==> config.mk <==
export PLATFORM = sky130hd
export DESIGN_NAME = inbuf_vc
export DESIGN_NICKNAME = d
export VERILOG_FILES = /design/src/rtl/noc_pkg.sv /design/src/rtl/noc_fifo.sv /design/src/rtl/inbuf_vc.sv
export SDC_FILE = /design/constraint.sdc
export NUM_CORES = 1
export LEC_CHECK = 0
export ABC_AREA = 1
export CORE_ASPECT_RATIO = 0.75
export CORE_UTILIZATION = 56
export CTS_CLUSTER_DIAMETER = 50
export CTS_CLUSTER_SIZE = 16
export DETAILED_ROUTE_END_ITERATION = 10
export PLACE_DENSITY = 0.82
export REMOVE_ABC_BUFFERS = 1
export SETUP_SLACK_MARGIN = 0.05
export SYNTH_ARGS = -nofsm -noshare
export SYNTH_HDL_FRONTEND = slang
export SYNTH_SLANG_ARGS = --single-unit
export TNS_END_PERCENT = 50
==> constraint.sdc <==
create_clock -name clk -period 2.7 [get_ports clk]
set_input_delay 0.27 -clock clk [delete_from_list [all_inputs] [get_ports clk]]
set_output_delay 0.27 -clock clk [all_outputs]
set_load 0.01 [all_outputs]
==> src/rtl/noc_pkg.sv <==
// Shared NoC router types: flit encoding, per-VC state and global widths.
package noc_pkg;
  localparam int ENTRY_W = 8;
  localparam int PORT_W  = 3;
  localparam int FLIT_W  = ENTRY_W + 2;

  localparam logic [1:0] FT_BODY     = 2'b00;
  localparam logic [1:0] FT_HEAD     = 2'b01;
  localparam logic [1:0] FT_TAIL     = 2'b10;
  localparam logic [1:0] FT_HEADTAIL = 2'b11;

  typedef enum logic [1:0] {VC_IDLE, VC_RC, VC_ACTIVE} vc_state_e;

  // Type bit 0 marks a packet start, bit 1 marks a packet end.
  function automatic logic ft_is_head(input logic [1:0] t);
    return t[0];
  endfunction

  function automatic logic ft_is_tail(input logic [1:0] t);
    return t[1];
  endfunction
endpackage

==> src/rtl/noc_fifo.sv <==
// Single-VC flit FIFO; pointers carry an extra wrap bit to separate full from empty.
module noc_fifo #(
  parameter int W     = 10,
  parameter int DEPTH = 4
) (
  input  logic         clk,
  input  logic         rst_n,
  input  logic         i_push,
  input  logic         i_pop,
  input  logic [W-1:0] i_data,
  output logic [W-1:0] o_front,
  output logic         o_full,
  output logic         o_empty
);
  localparam int AW = $clog2(DEPTH);

  logic [W-1:0] r_mem [DEPTH];
  logic [AW:0]  r_wp, r_rp;

  always_ff @(posedge clk) begin
    if (!rst_n) begin
      r_wp <= '0;
      r_rp <= '0;
    end else begin
      if (i_push) r_wp <= r_wp + 1'b1;
      if (i_pop)  r_rp <= r_rp + 1'b1;
    end
  end

  always_ff @(posedge clk) begin
    if (i_push) r_mem[r_wp[AW-1:0]] <= i_data;
  end

  assign o_front = r_mem[r_rp[AW-1:0]];
  assign o_empty = (r_wp == r_rp);
  assign o_full  = (r_wp[AW] != r_rp[AW]) && (r_wp[AW-1:0] == r_rp[AW-1:0]);
endmodule

==> src/rtl/inbuf_vc.sv <==
// Router input port: per-VC FIFOs, shared route compute, route hold until tail,
// switch requests, registered flit output and credit return.
module inbuf_vc import noc_pkg::*; #(
  parameter  int VCH_NUM   = 2,
  parameter  int BUF_DEPTH = 4,
  localparam int VCH_W     = $clog2(VCH_NUM)
) (
  input  logic                        clk,
  input  logic                        rst_n,
  input  logic                        valid_i,
  input  logic [FLIT_W-1:0]           flit_i,
  input  logic [VCH_W-1:0]            vch_i,
  output logic                        credit_o,
  output logic [VCH_W-1:0]            credit_vch_o,
  output logic                        rc_en_o,
  output logic [ENTRY_W-1:0]          rc_addr_o,
  output logic [ENTRY_W-1:0]          rc_vch_o,
  input  logic [PORT_W-1:0]           rc_port_i,
  input  logic [VCH_W-1:0]            rc_vch_i,
  output logic [VCH_NUM-1:0]          req_o,
  output logic [VCH_NUM*PORT_W-1:0]   req_port_o,
  input  logic [VCH_NUM-1:0]          grant_i,
  output logic                        flit_vld_o,
  output logic [FLIT_W-1:0]           flit_o,
  output logic [PORT_W-1:0]           out_port_o,
  output logic [VCH_W-1:0]            out_vch_o,
  output logic                        err_o
);
  logic [VCH_NUM-1:0][FLIT_W-1:0] w_front;
  logic [VCH_NUM-1:0]             w_empty, w_full, w_push, w_pop, w_req, w_elig, w_bad;
  vc_state_e                      r_state [VCH_NUM];
  logic [VCH_NUM-1:0][PORT_W-1:0] r_port;
  logic [VCH_NUM-1:0][VCH_W-1:0]  r_ovc;
  logic [VCH_W-1:0]               r_rc_ptr, w_rc_win, w_gnt_v, w_dis_v, w_idx;
  logic                           w_rc_vld, w_gnt_vld, w_dis_vld, w_ovf;
  logic                           r_flit_vld, r_credit, r_err;
  logic [FLIT_W-1:0]              r_flit;
  logic [PORT_W-1:0]              r_out_port;
  logic [VCH_W-1:0]               r_out_vch, r_credit_vch;

  for (genvar v = 0; v < VCH_NUM; v++) begin : g_vc
    // A full FIFO still accepts a write when the same cycle pops it.
    assign w_push[v] = valid_i && (vch_i == VCH_W'(v)) && (!w_full[v] || w_pop[v]);
    assign w_req[v]  = (r_state[v] == VC_ACTIVE) && !w_empty[v];
    // An IDLE VC with a head at its front competes for RC in the same cycle.
    assign w_elig[v] = (r_state[v] == VC_RC) ||
                       ((r_state[v] == VC_IDLE) && !w_empty[v] && ft_is_head(w_front[v][FLIT_W-1 -: 2]));
    assign w_bad[v]  = (r_state[v] == VC_IDLE) && !w_empty[v] && !ft_is_head(w_front[v][FLIT_W-1 -: 2]);
    assign w_pop[v]  = (w_gnt_vld && (w_gnt_v == VCH_W'(v))) || (w_dis_vld && (w_dis_v == VCH_W'(v)));
    assign req_port_o[v*PORT_W +: PORT_W] = r_port[v];

    noc_fifo #(.W(FLIT_W), .DEPTH(BUF_DEPTH)) u_fifo (
      .clk     (clk),
      .rst_n   (rst_n),
      .i_push  (w_push[v]),
      .i_pop   (w_pop[v]),
      .i_data  (flit_i),
      .o_front (w_front[v]),
      .o_full  (w_full[v]),
      .o_empty (w_empty[v])
    );
  end

  // Grant beats discard: only one credit can leave per cycle.
  always_comb begin
    w_gnt_vld = 1'b0;
    w_gnt_v   = '0;
    w_dis_vld = 1'b0;
    w_dis_v   = '0;
    w_ovf     = 1'b0;
    for (int i = 0; i < VCH_NUM; i++) begin
      if (!w_gnt_vld && grant_i[i] && w_req[i]) begin
        w_gnt_vld = 1'b1;
        w_gnt_v   = VCH_W'(i);
      end
    end
    for (int i = 0; i < VCH_NUM; i++) begin
      if (!w_gnt_vld && !w_dis_vld && w_bad[i]) begin
        w_dis_vld = 1'b1;
        w_dis_v   = VCH_W'(i);
      end
      if (valid_i && (vch_i == VCH_W'(i)) && w_full[i] && !w_pop[i]) w_ovf = 1'b1;
    end
  end

  always_comb begin
    w_rc_vld = 1'b0;
    w_rc_win = '0;
    w_idx    = '0;
    for (int i = 0; i < VCH_NUM; i++) begin
      w_idx = VCH_W'((int'(r_rc_ptr) + i) % VCH_NUM);
      if (!w_rc_vld && w_elig[w_idx]) begin
        w_rc_vld = 1'b1;
        w_rc_win = w_idx;
      end
    end
  end

  assign rc_en_o   = w_rc_vld;
  assign rc_addr_o = w_rc_vld ? w_front[w_rc_win][ENTRY_W-1:0] : '0;
  assign rc_vch_o  = w_rc_vld ? ENTRY_W'(w_rc_win) : '0;
  assign req_o     = w_req;

  always_ff @(posedge clk) begin
    if (!rst_n) begin
      for (int i = 0; i < VCH_NUM; i++) r_state[i] <= VC_IDLE;
      r_port       <= '0;
      r_ovc        <= '0;
      r_rc_ptr     <= '0;
      r_flit_vld   <= 1'b0;
      r_credit     <= 1'b0;
      r_credit_vch <= '0;
      r_flit       <= '0;
      r_out_port   <= '0;
      r_out_vch    <= '0;
      r_err        <= 1'b0;
    end else begin
      for (int i = 0; i < VCH_NUM; i++) begin
        if (w_rc_vld && (w_rc_win == VCH_W'(i))) begin
          r_state[i] <= VC_ACTIVE;
          r_port[i]  <= rc_port_i;
          r_ovc[i]   <= rc_vch_i;
        end else if ((r_state[i] == VC_IDLE) && w_elig[i]) begin
          r_state[i] <= VC_RC;
        end else if ((r_state[i] == VC_ACTIVE) && w_gnt_vld && (w_gnt_v == VCH_W'(i)) &&
                     ft_is_tail(w_front[i][FLIT_W-1 -: 2])) begin
          r_state[i] <= VC_IDLE;
        end
      end
      if (w_rc_vld) r_rc_ptr <= (w_rc_win == VCH_W'(VCH_NUM-1)) ? '0 : w_rc_win + 1'b1;
      r_flit_vld <= w_gnt_vld;
      r_credit   <= w_gnt_vld || w_dis_vld;
      if (w_gnt_vld) begin
        r_flit       <= w_front[w_gnt_v];
        r_out_port   <= r_port[w_gnt_v];
        r_out_vch    <= r_ovc[w_gnt_v];
        r_credit_vch <= w_gnt_v;
      end else if (w_dis_vld) begin
        r_credit_vch <= w_dis_v;
      end
      if (w_ovf || w_dis_vld) r_err <= 1'b1;
    end
  end

  assign flit_vld_o   = r_flit_vld;
  assign flit_o       = r_flit;
  assign out_port_o   = r_out_port;
  assign out_vch_o    = r_out_vch;
  assign credit_o     = r_credit;
  assign credit_vch_o = r_credit_vch;
  assign err_o        = r_err;
endmodule

==> results.cfg, run 1 <==
[pwr]
comb_power_share = 0.362
power_switching_share = 0.348
p_leak_nw = 3.00
seqPwrFrac = 0.319
power_density_nw_per_um2 = 1110
ir_drop_mv = 0.606
finalPower_w = 0.00789
p_clk_frac = 0.320
switchingPower_w = 0.00274
p_int_w = 0.00514

[sta]
period_needed_ns = 2.67
setup_viol = 0
slew_viol_final = 0
finalHoldViolCount = 0
max_freq_ghz = 0.375
fin_crit_sh = 0.988
slew_headroom = 0.643
fin_skew_ns = 0.0109
worst_pin_slew_ns = 0.533
rsz0062_at_grt = yes
fin_hold_ws_ns = 0.454

[layout]
drive_gt1_frac = 0.141
layout_common_cells = 130 x nand2_1, 83 x edfxtp_1, 74 x nor2_1
nNetsFinal = 678
n_antenna_cell = 0
layout_commonest_cell = nand2_1
num-fill-cells = 625
syn_to_final_growth_pct = 26.4

[die]
ios = 63
dieArea_um2 = 10400
start_util = 0.577
die_h_um = 88.6
row_count = 31
coreArea_um2 = 9700
die_x_um = 117

[detailed_routing]
drt_first_pass_iters = 8
vias_per_cell = 5.62
final_antenna_net_count = 0
drc = 0
vias = 4454
drt_iter0_markers = 452
routedWlPerCell_um = 18.3
routed_wl_mm = 14.5

[setup_path]
crit_top_cell = nor2_1
cpPeakStageDelay_ns = 0.54
cp_slowest_cell = clkdlybuf4s50_1
start_kind = register
cp.arrival_ns = 2.40
end_kind = output port
crit_buf_inv = 2
cp_cell_sequence = inv_2 > nand2_1 > nand3_1 > nand2_2 > nand3b_4 > o21ai_4 > nand2_4 > nand2_8 > nor2_1 > nor2_1 > clkdlybuf4s50_1
path_max_fanout = 9
crit_family = simple AND/OR/NAND/NOR gates
critPathKind = register to output port
critPathRequiredTime_ns = 2.43

[yosys]
syn_area_um2 = 5600
synth-xor-area-share = 0.00782
ys_dominant_reg_cell = edfxtp_1
synth-simple-area-share = 0.196
async_reset_ff_frac = 0
synth_top_family_by_area = simple AND/OR/NAND/NOR gates
synth_compound_area_frac = 0.0975
synth.distinct_cells = 37
yosysWarnings = 0
synth_edf_count = 83
seq_area_frac_synth = 0.603
synth_adder_area_share = 0.0224
syn_avg_cell_area_um2 = 9.80
synth_cells = 571
ys_ff_latch = 127
muxShareOfSynthArea = 0

[grt]
gr-usage-met1 = 0.350
grt_use_met3 = 0.0670
grt_pass1_wl_mm = 22.2
grt_pass1_vias = 4313
grt-busiest-layer = met2
grt_max_degree = 23
grt_overflow = 0
grt_util_all_layers = 0.291
grtUsageMet2 = 0.491
antenna_found_initial = 0

[clock_network]
clock_tree.buffer_depth = 2
clkTransAtPathRegs_ns = 0.05
numCtsBuffers = 17
clock_latency_ns = 0.41
cts_sinks = 127
ctsHoldBuffers = 0
clockRootBuffer = clkbuf_16
htree_levels = 4
cts_tree = yes

[run]
cap_violations = 0

[placed_design]
routabilityCongestion = 0.815
io_buffers = 55
hpwl_mm = 8.50

[hold_path]
hp-class = register to register

[outcome]
run_status = finished, final reports clean
==> worst register-to-register path, delay by kind of cell (launching register included) <==
family / cells / cell delay, ns
and+or+nand+nor: 9 / 1.08
DFF: 1 / 0.39
buffers and inverters: 3 / 0.47
==> flip-flops by register name, summed over array words and instances (netlist names), 2 cells and up, named ones only <==
name	count
g_vc.u_fifo.r_mem	80
r_ovc	2
out_port_o	3
flit_o	10
g_vc.u_fifo.r_wp	6
r_state	4
g_vc.u_fifo.r_rp	6
req_port_o	6
==> area by class of cell <==
class	instances	area (µm²)	share of cell area
clock buffers	21	470	0.0665
clock inverters	11	185	0.0262
inverters	64	240	0.0340
multi-input cells	362	1910	0.270
flip-flops and latches	127	3380	0.478
well taps	132	165	0.0233
repair buffers	76	722	0.102
==> power by group through the flow <==
stage	Combinational (W)	Clock (W)	Sequential, W
finish	0.00285	0.00252	0.00252
detailed placement	0.00254	0	0.00252
CTS	0.00275	0.00253	0.00250
global route	0.00308	0.00261	0.00253
floorplan	0.00142	0	0.00255
global placement	0.00246	0	0.00251
==> synthesized netlist by cell type (2+ instances only) <==
cell | instances | share of area
nor2_1 | 74 | 0.050
o21ai_0 | 35 | 0.031
nand3_2 | 3 | 0.0054
nand2_4 | 6 | 0.012
inv_1 | 59 | 0.040
o21ai_1 | 2 | 0.0018
a32o_1 | 5 | 0.0089
dfxtp_1 | 44 | 0.16
nand2_1 | 131 | 0.088
nand3_4 | 2 | 0.0063
a21oi_1 | 23 | 0.021
xor2_1 | 2 | 0.0031
buf_2 | 3 | 0.0027
o211ai_1 | 7 | 0.0094
xnor2_1 | 3 | 0.0047
edfxtp_1 | 83 | 0.45
nand3_1 | 22 | 0.020
buf_4 | 10 | 0.013
buf_6 | 3 | 0.0060
nand2_2 | 5 | 0.0056
o22ai_1 | 13 | 0.015
inv_2 | 5 | 0.0034
clkbuf_1 | 5 | 0.0034
ha_1 | 10 | 0.022
nand4_1 | 2 | 0.0022
buf_1 | 3 | 0.0020
==> worst paths after layout <==
path / startpoint / to / slack, ns / cells after the start
setup / recovery: register / rc_addr_o[1] / 0.03 / 11
hold / removal: r_ovc[1] / r_ovc[1] / 0.45 / 2
setup reg to reg: g_vc[0].u_fifo.r_wp[2] / g_vc[0].u_fifo.r_mem[3][0] / 0.45 / 12
hold reg to reg: r_ovc[1] / r_ovc[1] / 0.45 / 2
==> metal layers <==
metal	part of all wire	vias to the layer above	wire [µm]
met3	0.094	54	1360
met2	0.48	277	6990
li1	-	2044	-
met4	0.037	0	531
met1	0.39	2079	5620
met5	0	-	0
==> cell families after synthesis <==
family                   count (synthesis)
AO/OA/AOI/OAI                           90
XOR/XNOR                                 5
adder cells (fa/ha/maj)                 10
buffers and inverters                   89
flip-flops                             127
other                                    1
AND/OR/NAND/NOR                        249
==> stage by stage <==
step,TNS [ns],util,cells,instance area (µm²),setup WS [ns]
4_1_cts,0,0.726,793,7040,0.0152
3_5_place_dp,0,0.649,756,6290,0.233
6_report,0,0.730,793,7070,0.0331
3_3_place_gp,0,0.649,756,6290,0.317
5_1_grt,-0.0513,0.730,793,7070,-0.0513
2_1_floorplan,0,-,552,5450,0.214
==> what timing repair did <==
| action | in CTS | in global routing |
|---|---|---|
| pin swaps | 2 | 1 |
| resized for setup | 19 | 9 |
| setup endpoints to repair | 10 | 7 |
| buffers inserted | 4 | 0 |
| cloned | 1 | 0 |
Power figures use the tool's default switching activity.
==> run 2: changes to the inputs <==
SLEW_MARGIN = 20   (was not set)
==> results of run 2 <==
Final layout, timing and power as in run 1 (identical DEF).
